File: src/rtl/mc_ctrl_pkg.sv
// rtl/mc_ctrl_pkg.sv - shared encodings for the multicycle control FSM
// Contents: opcode/funct constants, ALU op codes, datapath select codes,
// FSM state encodings, instruction-class struct and funct->ALU op helper.
package mc_defs;

  // Opcodes (IR[31:26])
  localparam logic [5:0] OP_RTYPE = 6'b000000;
  localparam logic [5:0] OP_ORI   = 6'b001101;
  localparam logic [5:0] OP_LUI   = 6'b001111;
  localparam logic [5:0] OP_LW    = 6'b100011;
  localparam logic [5:0] OP_SW    = 6'b101011;
  localparam logic [5:0] OP_BEQ   = 6'b000100;
  localparam logic [5:0] OP_J     = 6'b000010;

  // R-type funct codes (IR[5:0])
  localparam logic [5:0] FN_ADDU = 6'b100001;
  localparam logic [5:0] FN_SUBU = 6'b100011;
  localparam logic [5:0] FN_AND  = 6'b100100;
  localparam logic [5:0] FN_OR   = 6'b100101;

  // ALU operations
  localparam logic [1:0] ALU_ADD = 2'b00;
  localparam logic [1:0] ALU_SUB = 2'b01;
  localparam logic [1:0] ALU_AND = 2'b10;
  localparam logic [1:0] ALU_OR  = 2'b11;

  // ALU srcB select
  localparam logic [1:0] SRCB_REG  = 2'b00;
  localparam logic [1:0] SRCB_FOUR = 2'b01;
  localparam logic [1:0] SRCB_EXT  = 2'b10;
  localparam logic [1:0] SRCB_BR   = 2'b11;

  // Immediate extender modes
  localparam logic [1:0] EXT_ZERO = 2'b00;
  localparam logic [1:0] EXT_SIGN = 2'b01;
  localparam logic [1:0] EXT_HIGH = 2'b10;

  // PC source select
  localparam logic [1:0] PCSRC_ALU    = 2'b00;
  localparam logic [1:0] PCSRC_ALUOUT = 2'b01;
  localparam logic [1:0] PCSRC_JUMP   = 2'b10;

  // FSM state encodings; 4'hC..4'hF are unused and recover to FETCH
  localparam logic [3:0] S_FETCH    = 4'h0;
  localparam logic [3:0] S_DECODE   = 4'h1;
  localparam logic [3:0] S_EXEC_R   = 4'h2;
  localparam logic [3:0] S_R_WB     = 4'h3;
  localparam logic [3:0] S_EXEC_I   = 4'h4;
  localparam logic [3:0] S_I_WB     = 4'h5;
  localparam logic [3:0] S_MEM_ADDR = 4'h6;
  localparam logic [3:0] S_MEM_RD   = 4'h7;
  localparam logic [3:0] S_MEM_WB   = 4'h8;
  localparam logic [3:0] S_MEM_WR   = 4'h9;
  localparam logic [3:0] S_BRANCH   = 4'hA;
  localparam logic [3:0] S_JUMP     = 4'hB;

  // One-hot instruction class produced by mc_decode
  typedef struct packed {
    logic rtype_ok;
    logic ori;
    logic lui;
    logic lw;
    logic sw;
    logic beq;
    logic j;
    logic illegal;
  } instr_class_t;

  function automatic logic [1:0] funct_alu_op(input logic [5:0] funct);
    case (funct)
      FN_SUBU: return ALU_SUB;
      FN_AND:  return ALU_AND;
      FN_OR:   return ALU_OR;
      default: return ALU_ADD;
    endcase
  endfunction

endpackage

File: src/rtl/mc_ctrl_if.sv
// rtl/mc_ctrl_if.sv - controller <-> datapath signal bundle
// master: the control FSM (takes opcode/funct/zero, drives controls)
// slave:  the datapath (drives opcode/funct/zero, takes controls)
interface mc_ctrl_if;
  logic [5:0] opcode;
  logic [5:0] funct;
  logic       zero;
  logic       pc_write;
  logic       pc_write_cond;
  logic       pc_en;
  logic [1:0] pc_source;
  logic       iord;
  logic       mem_write;
  logic       ir_write;
  logic       reg_write;
  logic       reg_dst;
  logic       mem_to_reg;
  logic       alu_src_a;
  logic [1:0] alu_src_b;
  logic [1:0] ext_op;
  logic [1:0] alu_op;
  logic       instr_done;
  logic       illegal;

  modport master (
    input  opcode, funct, zero,
    output pc_write, pc_write_cond, pc_en, pc_source, iord, mem_write,
           ir_write, reg_write, reg_dst, mem_to_reg, alu_src_a, alu_src_b,
           ext_op, alu_op, instr_done, illegal
  );

  modport slave (
    output opcode, funct, zero,
    input  pc_write, pc_write_cond, pc_en, pc_source, iord, mem_write,
           ir_write, reg_write, reg_dst, mem_to_reg, alu_src_a, alu_src_b,
           ext_op, alu_op, instr_done, illegal
  );
endinterface

File: src/rtl/mc_ctrl_decode.sv
// rtl/mc_ctrl_decode.sv - opcode/funct to one-hot instruction class
// Ports: opcode[5:0], funct[5:0] in; cls (instr_class_t) out. Combinational.
module mc_decode
  import mc_defs::*;
(
  input  logic [5:0]   opcode,
  input  logic [5:0]   funct,
  output instr_class_t cls
);

  logic funct_ok;

  always_comb begin
    funct_ok = (funct == FN_ADDU) || (funct == FN_SUBU) ||
               (funct == FN_AND)  || (funct == FN_OR);
    cls = '0;
    cls.rtype_ok = (opcode == OP_RTYPE) && funct_ok;
    cls.ori      = (opcode == OP_ORI);
    cls.lui      = (opcode == OP_LUI);
    cls.lw       = (opcode == OP_LW);
    cls.sw       = (opcode == OP_SW);
    cls.beq      = (opcode == OP_BEQ);
    cls.j        = (opcode == OP_J);
    // R-type with an unsupported funct falls through to illegal too
    cls.illegal  = !(cls.rtype_ok || cls.ori || cls.lui || cls.lw ||
                     cls.sw || cls.beq || cls.j);
  end

endmodule

File: src/rtl/mc_ctrl.sv
// rtl/mc_ctrl.sv - multicycle control FSM for the MIPS-subset core
// Ports: clk, reset (async, active-high) plus bus (mc_ctrl_if.master):
//   in  opcode, funct, zero
//   out pc_write, pc_write_cond, pc_en, pc_source, iord, mem_write, ir_write,
//       reg_write, reg_dst, mem_to_reg, alu_src_a, alu_src_b, ext_op, alu_op,
//       instr_done, illegal
module mc_ctrl
  import mc_defs::*;
(
  input logic        clk,
  input logic        reset,
  mc_ctrl_if.master  bus
);

  logic [3:0]   state;
  logic [3:0]   state_nxt;
  instr_class_t cls;

  logic       pc_write, pc_write_cond, iord, mem_write, ir_write, reg_write;
  logic       reg_dst, mem_to_reg, alu_src_a, instr_done, illegal;
  logic [1:0] pc_source, alu_src_b, ext_op, alu_op;

  mc_decode u_decode (
    .opcode (bus.opcode),
    .funct  (bus.funct),
    .cls    (cls)
  );

  always_ff @(posedge clk or posedge reset) begin
    if (reset) state <= S_FETCH;
    else       state <= state_nxt;
  end

  always_comb begin
    state_nxt     = S_FETCH;
    pc_write      = 1'b0;
    pc_write_cond = 1'b0;
    pc_source     = PCSRC_ALU;
    iord          = 1'b0;
    mem_write     = 1'b0;
    ir_write      = 1'b0;
    reg_write     = 1'b0;
    reg_dst       = 1'b0;
    mem_to_reg    = 1'b0;
    alu_src_a     = 1'b0;
    alu_src_b     = SRCB_REG;
    ext_op        = EXT_ZERO;
    alu_op        = ALU_ADD;
    instr_done    = 1'b0;
    illegal       = 1'b0;

    case (state)
      S_FETCH: begin
        ir_write  = 1'b1;
        alu_src_b = SRCB_FOUR;
        pc_write  = 1'b1;
        state_nxt = S_DECODE;
      end
      S_DECODE: begin
        // Branch target computed speculatively into ALUOut
        alu_src_b = SRCB_BR;
        ext_op    = EXT_SIGN;
        if      (cls.rtype_ok)        state_nxt = S_EXEC_R;
        else if (cls.ori || cls.lui)  state_nxt = S_EXEC_I;
        else if (cls.lw  || cls.sw)   state_nxt = S_MEM_ADDR;
        else if (cls.beq)             state_nxt = S_BRANCH;
        else if (cls.j)               state_nxt = S_JUMP;
        else begin
          illegal    = 1'b1;
          instr_done = 1'b1;
          state_nxt  = S_FETCH;
        end
      end
      S_EXEC_R: begin
        alu_src_a = 1'b1;
        alu_op    = funct_alu_op(bus.funct);
        state_nxt = S_R_WB;
      end
      S_R_WB: begin
        reg_write  = 1'b1;
        reg_dst    = 1'b1;
        instr_done = 1'b1;
      end
      S_EXEC_I: begin
        alu_src_a = 1'b1;
        alu_src_b = SRCB_EXT;
        // lui relies on rs=$0, so rs + (imm<<16) is the upper-immediate load
        if (cls.ori) begin
          ext_op = EXT_ZERO;
          alu_op = ALU_OR;
        end else if (cls.lui) begin
          ext_op = EXT_HIGH;
          alu_op = ALU_ADD;
        end
        state_nxt = S_I_WB;
      end
      S_I_WB: begin
        reg_write  = 1'b1;
        instr_done = 1'b1;
      end
      S_MEM_ADDR: begin
        alu_src_a = 1'b1;
        alu_src_b = SRCB_EXT;
        ext_op    = EXT_SIGN;
        if      (cls.lw) state_nxt = S_MEM_RD;
        else if (cls.sw) state_nxt = S_MEM_WR;
        else             state_nxt = S_FETCH;
      end
      S_MEM_RD: begin
        iord      = 1'b1;
        state_nxt = S_MEM_WB;
      end
      S_MEM_WB: begin
        reg_write  = 1'b1;
        mem_to_reg = 1'b1;
        instr_done = 1'b1;
      end
      S_MEM_WR: begin
        iord       = 1'b1;
        mem_write  = 1'b1;
        instr_done = 1'b1;
      end
      S_BRANCH: begin
        alu_src_a     = 1'b1;
        alu_op        = ALU_SUB;
        pc_write_cond = 1'b1;
        pc_source     = PCSRC_ALUOUT;
        instr_done    = 1'b1;
      end
      S_JUMP: begin
        pc_write   = 1'b1;
        pc_source  = PCSRC_JUMP;
        instr_done = 1'b1;
      end
      default: state_nxt = S_FETCH;
    endcase
  end

  // Strobes are masked combinationally so nothing fires while reset is held,
  // even though the state register already sits in FETCH.
  assign bus.pc_write      = pc_write      & ~reset;
  assign bus.pc_write_cond = pc_write_cond & ~reset;
  assign bus.pc_en         = (pc_write | (pc_write_cond & bus.zero)) & ~reset;
  assign bus.mem_write     = mem_write     & ~reset;
  assign bus.ir_write      = ir_write      & ~reset;
  assign bus.reg_write     = reg_write     & ~reset;
  assign bus.instr_done    = instr_done    & ~reset;
  assign bus.illegal       = illegal       & ~reset;
  assign bus.pc_source     = pc_source;
  assign bus.iord          = iord;
  assign bus.reg_dst       = reg_dst;
  assign bus.mem_to_reg    = mem_to_reg;
  assign bus.alu_src_a     = alu_src_a;
  assign bus.alu_src_b     = alu_src_b;
  assign bus.ext_op        = ext_op;
  assign bus.alu_op        = alu_op;

endmodule

File: src/flat_wrapper.sv
// flat-port wrapper written by rule: the top's interface ports become plain ports
module mc_ctrl_flat import mc_defs::*;
  (clk, reset, bus_opcode, bus_funct, bus_zero, bus_pc_write, bus_pc_write_cond, bus_pc_en, bus_pc_source, bus_iord, bus_mem_write, bus_ir_write, bus_reg_write, bus_reg_dst, bus_mem_to_reg, bus_alu_src_a, bus_alu_src_b, bus_ext_op, bus_alu_op, bus_instr_done, bus_illegal);
  mc_ctrl_if bus_i ();
  input logic clk;
  input logic reset;
  input wire logic [$bits(bus_i.opcode)-1:0] bus_opcode;
  input wire logic [$bits(bus_i.funct)-1:0] bus_funct;
  input wire logic [$bits(bus_i.zero)-1:0] bus_zero;
  output wire logic [$bits(bus_i.pc_write)-1:0] bus_pc_write;
  output wire logic [$bits(bus_i.pc_write_cond)-1:0] bus_pc_write_cond;
  output wire logic [$bits(bus_i.pc_en)-1:0] bus_pc_en;
  output wire logic [$bits(bus_i.pc_source)-1:0] bus_pc_source;
  output wire logic [$bits(bus_i.iord)-1:0] bus_iord;
  output wire logic [$bits(bus_i.mem_write)-1:0] bus_mem_write;
  output wire logic [$bits(bus_i.ir_write)-1:0] bus_ir_write;
  output wire logic [$bits(bus_i.reg_write)-1:0] bus_reg_write;
  output wire logic [$bits(bus_i.reg_dst)-1:0] bus_reg_dst;
  output wire logic [$bits(bus_i.mem_to_reg)-1:0] bus_mem_to_reg;
  output wire logic [$bits(bus_i.alu_src_a)-1:0] bus_alu_src_a;
  output wire logic [$bits(bus_i.alu_src_b)-1:0] bus_alu_src_b;
  output wire logic [$bits(bus_i.ext_op)-1:0] bus_ext_op;
  output wire logic [$bits(bus_i.alu_op)-1:0] bus_alu_op;
  output wire logic [$bits(bus_i.instr_done)-1:0] bus_instr_done;
  output wire logic [$bits(bus_i.illegal)-1:0] bus_illegal;
  assign bus_i.opcode = bus_opcode;
  assign bus_i.funct = bus_funct;
  assign bus_i.zero = bus_zero;
  assign bus_pc_write = bus_i.pc_write;
  assign bus_pc_write_cond = bus_i.pc_write_cond;
  assign bus_pc_en = bus_i.pc_en;
  assign bus_pc_source = bus_i.pc_source;
  assign bus_iord = bus_i.iord;
  assign bus_mem_write = bus_i.mem_write;
  assign bus_ir_write = bus_i.ir_write;
  assign bus_reg_write = bus_i.reg_write;
  assign bus_reg_dst = bus_i.reg_dst;
  assign bus_mem_to_reg = bus_i.mem_to_reg;
  assign bus_alu_src_a = bus_i.alu_src_a;
  assign bus_alu_src_b = bus_i.alu_src_b;
  assign bus_ext_op = bus_i.ext_op;
  assign bus_alu_op = bus_i.alu_op;
  assign bus_instr_done = bus_i.instr_done;
  assign bus_illegal = bus_i.illegal;
  mc_ctrl u_core (.clk(clk), .reset(reset), .bus(bus_i));
endmodule
File: config.mk
export PLATFORM = sky130hd
export DESIGN_NAME = mc_ctrl_flat
export DESIGN_NICKNAME = d
export VERILOG_FILES = /design/src/rtl/mc_ctrl_pkg.sv /design/src/rtl/mc_ctrl_if.sv /design/src/rtl/mc_ctrl_decode.sv /design/src/rtl/mc_ctrl.sv /design/src/flat_wrapper.sv
export SDC_FILE = /design/constraint.sdc
export NUM_CORES = 1
export LEC_CHECK = 0
export CORE_UTILIZATION = 34
export DETAILED_ROUTE_END_ITERATION = 16
export PLACE_DENSITY = 0.75
export SKIP_CTS_REPAIR_TIMING = 1
export SYNTH_ARGS = -nofsm -noshare
export SYNTH_HDL_FRONTEND = slang
export SYNTH_SLANG_ARGS = --single-unit
File: constraint.sdc
create_clock -name clk -period 1.7 [get_ports clk]
set_input_delay 0.425 -clock clk [delete_from_list [all_inputs] [get_ports clk]]
set_output_delay 0.425 -clock clk [all_outputs]
set_load 0.02 [all_outputs]
==> flow_summary.json <==
{
  "dp_cells": 186,
  "clk_pin_slew_worst_paths_ns": 0.05,
  "io_buffers": 34,
  "cp.required_ns": 1.27,
  "top_register": "u_core.state",
  "dp_hpwl_mm": 2.00,
  "ir_drop_v": 0.00136,
  "placed_cell_area_mm2": 0.00136,
  "start_util_pct": 36.4,
  "violations": "setup timing",
  "syn_area_per_cell_um2": 6.69,
  "worstMarginPinSlew_ns": 0.309,
  "grt_pass1_wl_mm": 3.59,
  "drive_above_1_share_pct": 69.5,
  "slew_violations": 0,
  "finalHoldViolations": 0,
  "ioPinCount": 35,
  "grt_pass1_vias": 868,
  "yosysUniqueCellTypes": 41,
  "fp.dieArea_mm2": 0.00205,
  "crit_path_start_kind": "input pin",
  "fmax_mhz": 449,
  "yosysMostFrequentCell": "nor2_1",
  "ant_nets": 0,
  "reg_top3": "u_core.state x4",
  "clockRootBuffer": "clkbuf_4",
  "seq_area_frac_synth_pct": 15.7,
  "crit_path_max_fanout": 4,
  "p_total_mw": 1.59,
  "yosys.area.top_type": "dfrtp_1",
  "grt_util_met2_pct": 46.1,
  "dp_slack_ns": -1.20,
  "syn_to_final_growth_pct": 162,
  "async_flop_share_pct": 100,
  "end_kind": "primary output",
  "cp.arrival_ns": 1.80,
  "rsz0062_at_grt": "yes",
  "power_density_mw_per_mm2": 952,
  "globalplace.congestion": 0.930,
  "layoutNonFillerInstCount": 199,
  "synth_area_um2": 636,
  "setup-tns-final_ns": -5.75,
  "syn_nets": 110,
  "ys_ff_latch": 4,
  "fin_nets": 191,
  "drt-initial-drc-count": 63,
  "clock-sinks": 4,
  "groute.layer.met3.usage_pct": 2.40,
  "cts_tree": "yes",
  "htree_num_levels": 1,
  "grt_use_total_pct": 23.8,
  "cts_buffers": 3,
  "antenna_cells": 0,
  "grt_max_degree": 15,
  "design_area_mm2": 0.00167,
  "synth_common_cells": "nor2_1 (13), nand2_1 (9), nor3_1 (6)",
  "met1_usage_pct": 27.5,
  "startpoint": "bus_opcode[0]",
  "ys_warn_count": 0,
  "fin_worst_skew_ns": 0.0156,
  "synth_top_cell_area_share_pct": 15.7,
  "clk_latency_ns": 0.24,
  "worst_hold_slack_ns": 0.567,
  "die_y_um": 45.2,
  "r2r-start": "u_core.state[3]",
  "drc": 0,
  "drv_cap": 0,
  "firstDrtPassIters": 4,
  "rows": 15,
  "leakage_nw": 0.756,
  "synth_cells": 95,
  "path_class": "input pin to primary output",
  "finalWorstSetupSlack_ns": -0.528,
  "holdCritPathClass": "input pin to async pin",
  "final_core_util_pct": 95.6,
  "status": "finished with violations",
  "maxSlewHeadroom_pct": 79.3,
  "fp.coreArea_mm2": 0.00175,
  "die-width_um": 45.2,
  "grt_remaining_overflow": 0,
  "viasPerCell": 6.11,
  "finalCritPeriodShare_pct": 131,
  "vias": 1216,
  "largest_reg_flops": 4,
  "setup_violations": 21,
  "wl_per_cell_um": 21.3,
  "synth_edf_count": 0,
  "cts_buffer_depth": 2,
  "grt.busiest_layer": "met2",
  "ys.flop_type": "dfrtp_1",
  "period_minus_slack_ns": 2.23,
  "antenna_found_initial": 0,
  "wl_mm": 4.24,
  "synth.area.top_cells": "dfrtp_1 (16%), nor2_1 (7.7%), nand2_1 (5.3%)"
}
placed cells by master, fill, tap and decap left out, drive strengths merged, types with 2 or more instances in the layout:
master / n
o31ai: 3
dlymetal6s2s: 6
and2: 2
nand2: 9
nor4: 2
nor2: 14
nor3: 6
a21oi: 3
nor3b: 3
clkbuf: 6
a21o: 3
nand3b: 2
a211oi: 2
clkdlybuf4s50: 5
nand2b: 4
nor2b: 3
inv: 3
o22ai: 2
buf: 69
or2: 2
o21ai: 6
dfrtp: 4
layout make-up:
cell class	count	area [um2]
flip-flops and latches	4	103
clock buffers	3	22.5
inverters	3	11.3
repair buffers	83	752
multi-input cells	81	748
fillers	45	77.6
well taps	25	31.3
routing by layer:
layer | wire length (um) | vias to the layer above
met5 | 0 | -
met4 | 305 | 0
met3 | 285 | 40
met2 | 2130 | 106
met1 | 1520 | 570
li1 | - | 500
logic make-up (layout without fill, tap and decap cells):
| kind of cell | count (synthesis) | count (layout) | share of synthesized area, % |
|---|---|---|---|
| AOI/OAI and AO/OA | 27 | 27 | 30.1 |
| xor gates and xnor gates | 2 | 2 | 2.76 |
| buffers and inverters | 10 | 89 | 7.28 |
| DFF | 4 | 4 | 15.7 |
| muxes | 1 | 1 | 1.77 |
| and+or+nand+nor | 51 | 51 | 42.3 |
where the power goes:
group	leakage [nW]	total [mW]	switching, mW	internal (mW)
registers	0.0496	0.147	0.0313	0.116
clock network	0.0138	0.122	0.0431	0.0793
logic	0.693	1.32	0.659	0.659
total	0.756	1.59	0.733	0.854
final timing paths:
kind	depth (start not counted)	slack (ns)	to
min in group clk	3	0.57	u_core.state[0]
hold reg to reg	3	0.65	u_core.state[2]
hold / removal	3	0.57	u_core.state[2]
setup reg to reg	7	-0.02	u_core.state[2]
setup / recovery	6	-0.53	bus_instr_done
max in group asynchronous	3	0.93	u_core.state[1]
critical path, cell delays in order:
cell and delay (ns):
clkbuf_2 0.13, or3_1 0.39, a211o_1 0.38, a21oi_4 0.25, o31ai_4 0.09, buf_6 0.13
Power figures use the tool's default switching activity.
==> patch (same settings) <==
Reset style: synchronous (`reset`), changed in one clocked block. Comments in the files are not updated.
--- a/src/rtl/mc_ctrl.sv
+++ b/src/rtl/mc_ctrl.sv
@@ -26,7 +26,7 @@
     .cls    (cls)
   );
 
-  always_ff @(posedge clk or posedge reset) begin
+  always_ff @(posedge clk) begin
     if (reset) state <= S_FETCH;
     else       state <= state_nxt;
   end
Check against the original RTL: differs if reset is asserted again (counterexample within 4 cycles, from zero or initial values and one cycle with reset high); with reset held inactive, the same outputs for 10 cycles.
==> patch against the original RTL <==
  * The flow still finishes with violations (negative setup slack)
  * Wire length about the same
  * Worst setup slack worse by 29 ps
  * Die area up 6.6%
  * Critical path depth down 1
  * Clock skew down 1.1 ps
  * Sequential cell count unchanged
  * Maximum frequency down 1.3%
  * Synthesized area up 6.9%
  * Design area down 1.8%
  * Largest cell class is now multi-input combinational cells
Power is not compared: it rests on default switching activity, and its combinational part moved more than twofold at a synthesized area within 25%.
==> patch: results (changes against the original RTL) <==
- Post-synth top cells: 15 x nor2_1, 11 x nand2_1, 8 x a21oi_1, 8 x nand2b_1 (was 13 x nor2_1, 9 x nand2_1, 6 x nor3_1)
- Library cells used by synthesis: 36 (was 41)
- Crit path DAT: 1830 ps (was 1800 ps)
- Setup TNS: -4080 ps (was -5750 ps)
- Total track usage: 22.2% (was 23.8%)
- R2R setup slack: 70 ps (was -20 ps)
- DP Cell Count: 192 (was 186)
- Global-route wire length before repair: 3.50 mm (was 3.59 mm)
- Post-DP Area: 0.00132 mm^2 (was 0.00136 mm^2)
- Vias in the first global route: 882 (was 868)
- Fin Clk Skew: 14.4 ps (was 15.6 ps)
- Share of flip-flops with an asynchronous set or reset: 0% (was 100%)
- Synth area leader: dfxtp_1 (was dfrtp_1)
- Crit path max-delay family: simple AND/OR/NAND/NOR gates (was compound AO/OA/AOI/OAI gates)
- Hpwl dp: 1.99 mm (was 2.00 mm)
- Fillers: 77 (was 45)
- Initial drt markers: 64 (was 63)
- Final worst slack: -557 ps (was -528 ps)
- Wirelength per Cell: 21.0 um (was 21.3 um)
- Largest net degree at the start of global routing: 12 (was 15)
- Via density per instance: 6.04 (was 6.11)
- Worst hold path type: input pin to flop (was input pin to asynchronous set/reset pin)
- Fraction of layout cells with a size suffix above 1: 62.7% (was 69.5%)
- Sequential cell area fraction in the yosys report: 11.8% (was 15.7%)
- Failing checks: negative setup slack (unchanged)
- Routed vias: 1,221 (was 1,216)
- Status: complete, but fails checks (unchanged)
- Critical path's slowest cell: or3_4 (was or3_1)
- Setup violators final: 17 (was 21)
- Final Wtd Congestion: 0.872 (was 0.930)
- Worst stage delay on the critical path: 360 ps (was 390 ps)
[patch: logic make-up after synthesis]
kind of cell | share of synthesized area (%)
muxes | 1.47
buffers and inverters | 9.02
DFF | 11.8
AOI/OAI and AO/OA | 28.4
and+or+nand+nor | 45.5
xor gates and xnor gates | 3.87
[patch: path summary, 6_finish.rpt]
path | cells past startpoint | to | from
worst max-delay path | 5 | bus_instr_done | u_core.state[3]
worst max register to register | 6 | u_core.state[2] | u_core.state[3]
worst min register to register | 3 | u_core.state[3] | u_core.state[2]
worst min-delay path | 3 | u_core.state[1] | bus_opcode[4]
[patch: layout make-up]
class                      instances  area share, %
multi-input combinational         90           47.9
clock buffer                       3           1.38
tap                               25           1.91
sequential                         4           5.27
inverter                           3          0.840
timing repair buffer              77           42.7
[patch: power by group through the flow]
stage          combinational, mW  sequential, mW  clock (mW)
2_1_floorplan             0.0950           0.101           0
3_3_place_gp               0.213           0.102           0
3_5_place_dp               0.218           0.102           0
4_1_cts                    0.220           0.101       0.121
5_1_grt                    0.302           0.104       0.137
6_report                   0.292           0.104       0.126
[patch: stage by stage]
step	power (mW)	hold WS, ps	worst slack [ps]	util (%)
6_report	0.521	636	-557	90.9
5_1_grt	0.543	636	-622	90.9
4_1_cts	0.441	672	-1250	74.7
3_5_place_dp	0.320	675	-1250	73.5
3_3_place_gp	0.315	661	-1190	73.5
2_1_floorplan	0.196	527	-512	-
[patch: routing by layer]
metal / wire, um / vias up / global-route usage [%] / share of wire, %
met5: 0 / - / 0 / 0
met3: 404 / 24 / 4.71 / 9.5
met1: 1720 / 574 / 26.1 / 40
met4: 191 / 0 / 2.86 / 4.5
met2: 1930 / 103 / 41.9 / 45
li1: - / 520 / - / -
